## config.mk

```make
export PLATFORM = sky130hd
export DESIGN_NAME = phy_rx_deserializer
export DESIGN_NICKNAME = d
export VERILOG_FILES = /design/src/rtl/phy_rx_deserializer_pkg.sv /design/src/rtl/phy_rx_deserializer.sv
export SDC_FILE = /design/constraint.sdc
export NUM_CORES = 1
export LEC_CHECK = 0
export CORE_UTILIZATION = 43
export DETAILED_ROUTE_END_ITERATION = 12
export GPL_ROUTABILITY_DRIVEN = 0
export GPL_TIMING_DRIVEN = 0
export PLACE_DENSITY = 0.74
export REMOVE_ABC_BUFFERS = 1
export SLEW_MARGIN = 10
export SYNTH_ARGS = -nofsm -noshare
export SYNTH_HDL_FRONTEND = slang
export SYNTH_SLANG_ARGS = --single-unit
```

## constraint.sdc

```tcl
create_clock -name clk_32f -period 1.5 [get_ports clk_32f]
set_input_delay 0.3 -clock clk_32f [delete_from_list [all_inputs] [get_ports clk_32f]]
set_output_delay 0.3 -clock clk_32f [all_outputs]
set_load 0.05 [all_outputs]
```

## src/rtl/phy_rx_deserializer_pkg.sv

```systemverilog
// Shared PHY definitions: control symbols, lock depth and the receive FSM state encoding.
// Used by both the serializer (transmit) and the deserializer (receive) sides of the link.
package phy_rx_deserializer_pkg;

    localparam logic [7:0]  PHY_COM        = 8'hBC;
    localparam logic [7:0]  PHY_IDL        = 8'h7C;
    localparam int unsigned PHY_LOCK_COUNT = 4;

    typedef enum logic [1:0] {
        ST_HUNT   = 2'd0,
        ST_SYNC   = 2'd1,
        ST_ACTIVE = 2'd2
    } phy_state_e;

    // COM and IDL carry no payload once the link is active.
    function automatic logic is_ctrl(input logic [7:0] b,
                                     input logic [7:0] com,
                                     input logic [7:0] idl);
        return (b == com) || (b == idl);
    endfunction

endpackage

```

## src/rtl/phy_rx_deserializer.sv

```systemverilog
// Serial-to-parallel receive stage: bit-level COM search, byte-level lock confirmation,
// then byte-aligned payload extraction with a one-cycle output latency.
module phy_rx_deserializer
    import phy_rx_deserializer_pkg::*;
#(
    parameter logic [7:0]  COM        = PHY_COM,
    parameter logic [7:0]  IDL        = PHY_IDL,
    parameter int unsigned LOCK_COUNT = PHY_LOCK_COUNT
) (
    input  logic       clk_32f,
    input  logic       reset,
    input  logic       data_serial,
    output logic [7:0] data_out,
    output logic       valid_out,
    output logic       byte_strobe,
    output logic       active
);

    localparam int unsigned    CW        = (LOCK_COUNT < 2) ? 1 : $clog2(LOCK_COUNT + 1);
    localparam logic [CW-1:0]  LOCK_LAST = CW'((LOCK_COUNT < 1) ? 0 : LOCK_COUNT - 1);

    phy_state_e    state_q;
    logic [7:0]    shift_q;
    logic [2:0]    bit_cnt_q;
    logic [CW-1:0] com_cnt_q;
    logic [7:0]    data_q;
    logic          valid_q;
    logic          strobe_q;
    logic          active_q;

    logic          boundary;
    logic          com_hit;
    logic          payload;

    // bit_cnt_q counts bits shifted in since the last aligned boundary, so a value of
    // zero means shift_q currently holds exactly one aligned byte.
    assign boundary = (bit_cnt_q == 3'd0);
    assign com_hit  = (shift_q == COM);
    assign payload  = !is_ctrl(shift_q, COM, IDL);

    always_ff @(posedge clk_32f or posedge reset) begin
        if (reset) begin
            state_q   <= ST_HUNT;
            shift_q   <= 8'h00;
            bit_cnt_q <= 3'd0;
            com_cnt_q <= '0;
            data_q    <= 8'h00;
            valid_q   <= 1'b0;
            strobe_q  <= 1'b0;
            active_q  <= 1'b0;
        end else begin
            shift_q  <= {shift_q[6:0], data_serial};
            valid_q  <= 1'b0;
            strobe_q <= 1'b0;

            case (state_q)
                ST_HUNT: begin
                    bit_cnt_q <= 3'd0;
                    if (com_hit) begin
                        // The bit arriving on this edge is already bit 1 of the next byte.
                        bit_cnt_q <= 3'd1;
                        com_cnt_q <= CW'(1);
                        if (LOCK_COUNT <= 1) begin
                            state_q  <= ST_ACTIVE;
                            active_q <= 1'b1;
                        end else begin
                            state_q <= ST_SYNC;
                        end
                    end
                end

                ST_SYNC: begin
                    bit_cnt_q <= bit_cnt_q + 3'd1;
                    if (boundary) begin
                        if (com_hit) begin
                            com_cnt_q <= com_cnt_q + CW'(1);
                            if (com_cnt_q == LOCK_LAST) begin
                                state_q  <= ST_ACTIVE;
                                active_q <= 1'b1;
                            end
                        end else begin
                            state_q   <= ST_HUNT;
                            com_cnt_q <= '0;
                            bit_cnt_q <= 3'd0;
                        end
                    end
                end

                ST_ACTIVE: begin
                    // Alignment is frozen here; only reset restarts the search.
                    bit_cnt_q <= bit_cnt_q + 3'd1;
                    if (boundary) begin
                        strobe_q <= 1'b1;
                        if (payload) begin
                            data_q  <= shift_q;
                            valid_q <= 1'b1;
                        end
                    end
                end

                default: begin
                    state_q   <= ST_HUNT;
                    bit_cnt_q <= 3'd0;
                    com_cnt_q <= '0;
                    active_q  <= 1'b0;
                end
            endcase
        end
    end

    assign data_out    = data_q;
    assign valid_out   = valid_q;
    assign byte_strobe = strobe_q;
    assign active      = active_q;

endmodule

```

Yosys cells after proc, flatten, opt, wreduce, memory -nomap -nowiden
Index checks and enable logic that the tools add are counted.

Reduce and logical (&&, ||, !) cells: 8. Shift-type cells: 0. Div/mod/pow operators: 0. $add $sub $neg: 2. $mul: 0. $lt $le $gt $ge: 0. Multiplexer cells: 22. Bitwise gates (word level): 3. Eq/ne operators: 10.

Operators by type and width (number): $pmux W3 S3 (2); $mux W3 (5); $mux W1 (9); $eq A8 B7 Y1 const B (1); $eq A8 B8 Y1 const B (1); $mux W2 (4); $ne A2 B2 Y1 const B (4); $reduce_and A4 Y1 (2); $add A3 B1 Y3 const B (2); $pmux W2 S3 (1); $reduce_and A3 Y1 (2); $eq A3 B2 Y1 const B (1); $logic_not A3 Y1 (1); $ne A3 B3 Y1 const B (1); $not A1 Y1 (3); $eq A2 B1 Y1 const B (1); $eq A2 B2 Y1 const B (1); $logic_not A2 Y1 (1); $pmux W1 S2 (1); $reduce_or A2 Y1 (1); $logic_or A1 B1 Y1 (1).

Memories kept: 0. RAM bits: 0. Word-level logic and storage cells: 53. Bits in registers: 27. Memory bits (read-only): 0. Output and inout bits: 11. Input port bits: 3. Latch bits: 0.

Depth between registers and ports, before layout
Gate-level depths: netlist (run 1).

Word-level depth: 5. Depth in mapped cells: 6.

Worst setup path after synthesis (run 1)
OpenSTA, ideal clock, no wires.

Path kind: register to register. Start point: register bit_cnt_q[0]. End point: register data_q[2] (netlist: data_out[2]). Setup time: 125 ps. Path buffers: 1. Period minus slack after synthesis: 1543 ps. Arrival time: 1418 ps. Path slack: -43 ps. Cell stages (with the launch flop): 7. Path through: dfrtp_1 inv_1 ha_1 nand4bb_1 buf_6 a31oi_4 mux2_4.

Cells in the longest elaborated chain, start to end: 2.

RTL lines: from (decl) (line phy_rx_deserializer.sv:24) `logic [2:0] bit_cnt_q;`; from (signal assigned) (line phy_rx_deserializer.sv:73) `bit_cnt_q <= bit_cnt_q + 3'd1;`; from (signal assigned) (line phy_rx_deserializer.sv:91) `bit_cnt_q <= bit_cnt_q + 3'd1;`; $logic_not A3 Y1 (line phy_rx_deserializer.sv:37) `assign boundary = (bit_cnt_q == 3'd0);`; $reduce_and A3 Y1 (no line); to (signal assigned) (line phy_rx_deserializer.sv:95) `data_q <= shift_q;`; to (decl) (line phy_rx_deserializer.sv:26) `logic [7:0] data_q;`.

Every way passes these cells. A chain may end at the register's enable or synchronous reset.

Worst setup path in the final report (run 1)
Start point: register state_q[1]. End point: register data_q[3] (netlist: data_out[3]).

Cells in the longest elaborated chain, start to end: 2.

RTL lines: from (decl) (line phy_rx_deserializer.sv:22) `phy_state_e state_q;`; from (signal assigned) (line phy_rx_deserializer.sv:43) `state_q <= ST_HUNT;`; from (signal assigned) (line phy_rx_deserializer.sv:64) `state_q <= ST_ACTIVE;`; from (signal assigned) (line phy_rx_deserializer.sv:67) `state_q <= ST_SYNC;`; $eq A2 B2 Y1 (line phy_rx_deserializer.sv:56) `case (state_q)`; $reduce_and A3 Y1 (no line).

Every way passes these cells.

==> results.sh, run 1 <==
export IMPL_netlist_instances=106
export IMPL_drive_above_1_share=0.252
export IMPL_critPathSlowestCell="dfrtp_1"
export IMPL_path_class="flip-flop to flip-flop"
export IMPL_slew_violations=0
export IMPL_start_util=0.452
export IMPL_startpoint_type="flip-flop"
export IMPL_grt_ovfl_total=0
export IMPL_syn_area_sq_mm=0.00125
export IMPL_p_leak_uw=0.000670
export IMPL_dieArea_sq_mm=0.00312
export IMPL_multi_input_area_sq_um=529
export IMPL_r2r_start="state_q[1]$_DFFE_PP0P_"
export IMPL_drc=0
export IMPL_cts_hold_buf=0
export IMPL_max_freq_mhz=685
export IMPL_yosys_top_cells_area="dfrtp_1 (54%), ha_1 (4.0%), inv_1 (3.6%), mux2_4 (2.4%), nand3_1 (2.0%)"
export IMPL_track_usage=0.188
export IMPL_cp_slowest_stage_delay_ps=630
export IMPL_min_path_type="input pin to flip-flop"
export IMPL_numClockSinks=27
export IMPL_comb_power_share=0.052
export IMPL_path_delay_family="flip-flops"
export IMPL_end_kind="flip-flop"
export IMPL_cp_cell_sequence="nand4bb_4, a31oi_4, mux2_4"
export IMPL_post_place_ws_ps=-559
export IMPL_r2r_setup_slack_ps=40
export IMPL_grt_pass1_vias=968
export IMPL_syn_area_per_cell_sq_um=11.8
export IMPL_crit_buf_inv=0
export IMPL_port_buffers=13
export IMPL_wl_per_cell_um=16.1
export IMPL_min_from="data_serial"
export IMPL_fillers=239
export IMPL_tightestPinTransition_ps=985
export IMPL_synth_seq_cells=27
export IMPL_yosysTopAreaCellShare=0.542
export IMPL_max_slew_margin=0.343
export IMPL_dp_hpwl_um=1600
export IMPL_final_cell_mix="dfrtp_1 (26), inv_1 (10), clkdlybuf4s15_2 (7), nand2_1 (5), nand3_1 (5)"
export IMPL_switchingPower_uw=295
export IMPL_power_per_cell_area_mw_per_mm2=790
export IMPL_min_to="shift_q[0]$_DFF_PP0_"
export IMPL_cts_tree="built"
export IMPL_grt_pass1_wl_um=4550
export IMPL_drtIter0Drc=20
export IMPL_placed_area_sq_mm=0.00139
export IMPL_hold_violations=0
export IMPL_via_per_inst=5.69
export IMPL_ys_warn_count=0
export IMPL_insertion_delay_ps=340
export IMPL_final_area_sq_mm=0.00149
export IMPL_rr_worst_depth=3
export IMPL_ys_seq_area_frac=0.542
export IMPL_fp_row_count=19
export IMPL_clkTransAtPathRegs_ps=160
export IMPL_outcome="complete, no violations"
export IMPL_post_synth_top_area_cell="dfrtp_1"
export IMPL_pwr_share_clk=0.296
export IMPL_vias=877
export IMPL_worst_path_max_fanout=11
export IMPL_drtAntennaViolNets=0
export IMPL_p_seq_frac=0.652
export IMPL_post_route_util=0.540
export IMPL_cts_path_max_buffers=2
export IMPL_min_period_ps=1460
export IMPL_seq_area_sq_um=677
export IMPL_fin_crit_sh=0.973
export IMPL_swShare=0.251
export IMPL_io_pins=14
export IMPL_dr_pass1_iters=5
export IMPL_drt_total_wl_um=2490
export IMPL_die_y_um=55.9
export IMPL_antenna_found_initial=0
export IMPL_syn2layout_area_growth_pct=19.5
export IMPL_fin_nets=131
export IMPL_hold_depth=1
export IMPL_setup_viol=0
export IMPL_r2r_end="data_out[3]$_DFFE_PP0P_"
export IMPL_grt_setup_unrepaired="yes"
export IMPL_maxCapViolCount=0
export IMPL_synth_cell_types=38
export IMPL_final_common_cell="dfrtp_1"
export IMPL_die_x_um=55.9
export IMPL_clock_skew_ps=8.59
export IMPL_grt_max_degree=28
export IMPL_fin_ws_ps=40.0
export IMPL_h_tree_depth=1
export IMPL_required_ps=1740
export IMPL_internal_power_uw=882
export IMPL_diodes=0
export IMPL_arrival_ps=1700
export IMPL_core_sq_mm=0.00276
export IMPL_cts_buffers=3
export IMPL_peakVddDrop_mv=0.802
export IMPL_cts_root_buffer="clkbuf_4"
-- Yosys cell counts (all sizes together) --
cell     number
nand4bb       2
nor2b         3
clkbuf        2
a41oi         1
nor2          3
a22oi         3
a31oi         4
o32ai         2
nor3b         1
and2          1
a211oi        1
and3b         1
inv          12
nand2         5
o2bb2ai       2
nand2b        2
nand3         5
a311o         1
dfrtp        27
ha            4
o311ai        2
a32oi         2
and2b         1
mux2i         2
and4b         1
a211o         1
mux2          2
o21a          1
o211ai        1
o21ai         3
buf           3
o22a          2
xor2          2
and4bb        1
-- worst max path at each step --
stage                                 from                      end  cells after the start
detailed placement  bit_cnt_q[0]$_DFF_PP0_  data_out[2]$_DFFE_PP0P_                      5
global placement    bit_cnt_q[0]$_DFF_PP0_  data_out[3]$_DFFE_PP0P_                      5
finish              state_q[1]$_DFFE_PP0P_  data_out[3]$_DFFE_PP0P_                      3
floorplan           bit_cnt_q[0]$_DFF_PP0_  data_out[2]$_DFFE_PP0P_                      5
global route        bit_cnt_q[0]$_DFF_PP0_  data_out[2]$_DFFE_PP0P_                      5
CTS                    valid_out$_DFF_PP0_                valid_out                      1
-- registers in the layout (all words and copies together) (netlist names) --
signal	cells
data_out	8
shift_q	8
bit_cnt_q	3
com_cnt_q	3
state_q	2
active	1
byte_strobe	1
valid_out	1
-- power groups by stage --
stage	logic (uW)	clock network (uW)	registers, uW
floorplan	41.6	0	774
global placement	53.4	0	780
detailed placement	56.4	0	781
CTS	62.1	357	768
global route	70.6	393	771
finish	61.0	349	768
-- area by class of cell --
| cell class | count | area share |
|---|---|---|
| tap | 31 | 0.0260 |
| clock inverter | 1 | 0.00588 |
| timing repair buffer | 18 | 0.113 |
| inverter | 12 | 0.0302 |
| sequential | 27 | 0.454 |
| multi-input combinational | 62 | 0.355 |
| clock buffer | 3 | 0.0151 |
-- metal layers --
metal	up-vias	share of wire	track usage
li1	417	-	-
met1	440	0.45	0.245
met2	16	0.51	0.310
met3	4	0.027	0.0488
met4	0	0.010	0.0592
met5	-	0	0
-- kinds of logic after synthesis --
group	synth area share
compound gates	0.173
buf+inv	0.0612
xor+xnor	0.0140
flops	0.542
simple gates	0.130
fa+ha+maj	0.0401
mux	0.0401
-- stage by stage --
stage                     hold slack [ps]  total power, uW  TNS [ps]  cells
after CTS                             379             1190         0    154
after detailed placement              406              837     -5040    145
final                                 392             1180         0    154
after floorplan                       331              816      -544    101
after global placement                408              833     -2530    145
after global routing                  372             1230     -22.9    154
-- what timing repair did --
item                       4_1_cts  5_1_grt
gates resized for setup         36       10
pin swaps                        1        2
setup endpoints to repair       20       15
setup buffers                    5        0
(Power assumes the default switching activity.)
==> run 2, diff against run 1 <==
Settings changed: CORE_MARGIN from default to 2, SETUP_SLACK_MARGIN from default to 0.3.
==> run 2 against run 1 <==
  * Via count grew 10%
  * Combinational power grew 46%
  * Register-to-register slack lost 40 ps
  * Sequential share of layout area shrank 7.0 points
  * Largest power group unchanged
  * Non-clock buffer count grew 19
  * Utilization grew 10 points
  * Clock-buffer cell count is the same
  * Routed wire length grew 13%
  * Critical endpoint unchanged
  * Die area grew 7.3%
==> results.sh, run 2 (synthesized netlist as in run 1, its figures left out) <==
export IMPL_setup_viol=0
export IMPL_cts_buffers=3
export IMPL_min_path_type="input pin to asynchronous set/reset pin"
export IMPL_p_leak_uw=0.000796
export IMPL_required_ps=1740
export IMPL_fillers=212
export IMPL_min_period_ps=1500
export IMPL_drc=0
export IMPL_dr_pass1_iters=4
export IMPL_hold_violations=0
export IMPL_tightestPinTransition_ps=593
export IMPL_cts_tree="built"
export IMPL_clkTransAtPathRegs_ps=160
export IMPL_antenna_found_initial=0
export IMPL_via_per_inst=5.57
export IMPL_worst_path_max_fanout=5
export IMPL_maxCapViolCount=0
export IMPL_setup_worst_path_start="bit_cnt_q[0]$_DFF_PP0_"
export IMPL_grt_pass1_vias=1028
export IMPL_cts_root_buffer="clkbuf_4"
export IMPL_power_per_cell_area_mw_per_mm2=678
export IMPL_drt_total_wl_um=2820
export IMPL_cp_cell_sequence="inv_2, ha_4, nand4bb_4, a31oi_4, mux2_4"
export IMPL_grt_setup_unrepaired="yes"
export IMPL_grt_pass1_wl_um=4770
export IMPL_drtIter0Drc=42
export IMPL_drive_above_1_share=0.448
export IMPL_clock_skew_ps=6.08
export IMPL_vias=969
export IMPL_start_util=0.452
export IMPL_dp_hpwl_um=1570
export IMPL_end_kind="flip-flop"
export IMPL_path_class="flip-flop to flip-flop"
export IMPL_cts_path_max_buffers=2
export IMPL_whs_ps=352
export IMPL_wl_per_cell_um=16.2
export IMPL_max_freq_mhz=667
export IMPL_final_area_sq_mm=0.00177
export IMPL_drtAntennaViolNets=0
export IMPL_final_cell_mix="dfrtp_1 (24), buf_4 (21), buf_6 (13), inv_1 (8), nand2_1 (5)"
export IMPL_r2r_start="bit_cnt_q[0]$_DFF_PP0_"
export IMPL_outcome="complete, no violations"
export IMPL_diodes=0
export IMPL_track_usage=0.185
export IMPL_peakVddDrop_mv=0.776
export IMPL_path_delay_family="flip-flops"
export IMPL_rr_worst_depth=5
export IMPL_h_tree_depth=1
export IMPL_die_x_um=57.9
export IMPL_startpoint_type="flip-flop"
export IMPL_fin_nets=151
export IMPL_critPathSlowestCell="dfrtp_1"
export IMPL_insertion_delay_ps=330
export IMPL_grt_ovfl_total=0
export IMPL_die_y_um=57.9
export IMPL_placed_area_sq_mm=0.00139
export IMPL_r2r_setup_slack_ps=2
export IMPL_max_slew_margin=0.604
export IMPL_cts_hold_buf=0
export IMPL_cp_slowest_stage_delay_ps=430
export IMPL_crit_buf_inv=1
export IMPL_port_buffers=13
export IMPL_final_common_cell="dfrtp_1"
export IMPL_grt_max_degree=28
export IMPL_dieArea_sq_mm=0.00335
export IMPL_io_pins=14
export IMPL_numClockSinks=27
export IMPL_fp_row_count=19
export IMPL_arrival_ps=1740
export IMPL_post_route_util=0.642
export IMPL_slew_violations=0
export IMPL_syn2layout_area_growth_pct=41.8
export IMPL_r2r_end="data_out[3]$_DFFE_PP0P_"
export IMPL_fin_crit_sh=0.999
export IMPL_core_sq_mm=0.00276
## run 2: cell types whose count changed in the layout (fill, tap and decap cells not counted), sizes merged
cell	delta
inv	-1
clkdlybuf4s15	-7
buf	+28
clkinvlp	+1
and4b	+1
clkbuf	-2
## run 2: layer usage
layer,global-route usage,up-vias,share of wire
met1,0.234,484,0.43
met2,0.315,18,0.53
li1,-,463,-
met5,0,-,0
met3,0.0536,4,0.032
met4,0.0465,0,0.0078
## run 2: layout make-up
| cell class | instances | area (sq um) | area share |
|---|---|---|---|
| Timing Repair Buffer | 37 | 344 | 0.194 |
| Multi-Input combinational cell | 63 | 627 | 0.354 |
| Tap cell | 31 | 38.8 | 0.0219 |
| Sequential cell | 27 | 679 | 0.384 |
| Inverter | 12 | 48.8 | 0.0276 |
| Clock buffer | 3 | 22.5 | 0.0127 |
| Clock inverter | 1 | 8.76 | 0.00495 |
## run 2: per-stage QoR
step / TNS, ps / setup slack (ps) / total power (uW) / instances
CTS: 0 / 53.4 / 1210 / 168
global placement: -2540 / -490 / 833 / 145
detailed placement: -5000 / -571 / 837 / 145
floorplan: -544 / -230 / 816 / 101
finish: 0 / 1.57 / 1200 / 174
global route: -100 / -29.8 / 1260 / 174
## run 2: power by group
group / internal, uW / switching [uW] / leakage [uW]
registers: 746 / 21.7 / 0.000353
clock network: 109 / 233 / 0.0000183
logic: 43.7 / 45.2 / 0.000425
## run 2: worst max-delay path by stage
stage | to | slack (ps) | depth (start not counted)
after global placement | data_out[3]$_DFFE_PP0P_ | -490 | 5
after detailed placement | data_out[2]$_DFFE_PP0P_ | -570 | 5
after global routing | data_out[7]$_DFFE_PP0P_ | -30 | 7
after floorplan | data_out[2]$_DFFE_PP0P_ | -230 | 5
after CTS | data_out[3]$_DFFE_PP0P_ | 50 | 5
final | data_out[3]$_DFFE_PP0P_ | 2 | 5
## run 2: repair_timing
action | 4_1_cts | 5_1_grt
gates cloned | 1 | 0
buffers inserted | 18 | 6
pin swaps | 9 | 1
endpoints found under the setup margin | 30 | 57
gates resized for setup | 96 | 7
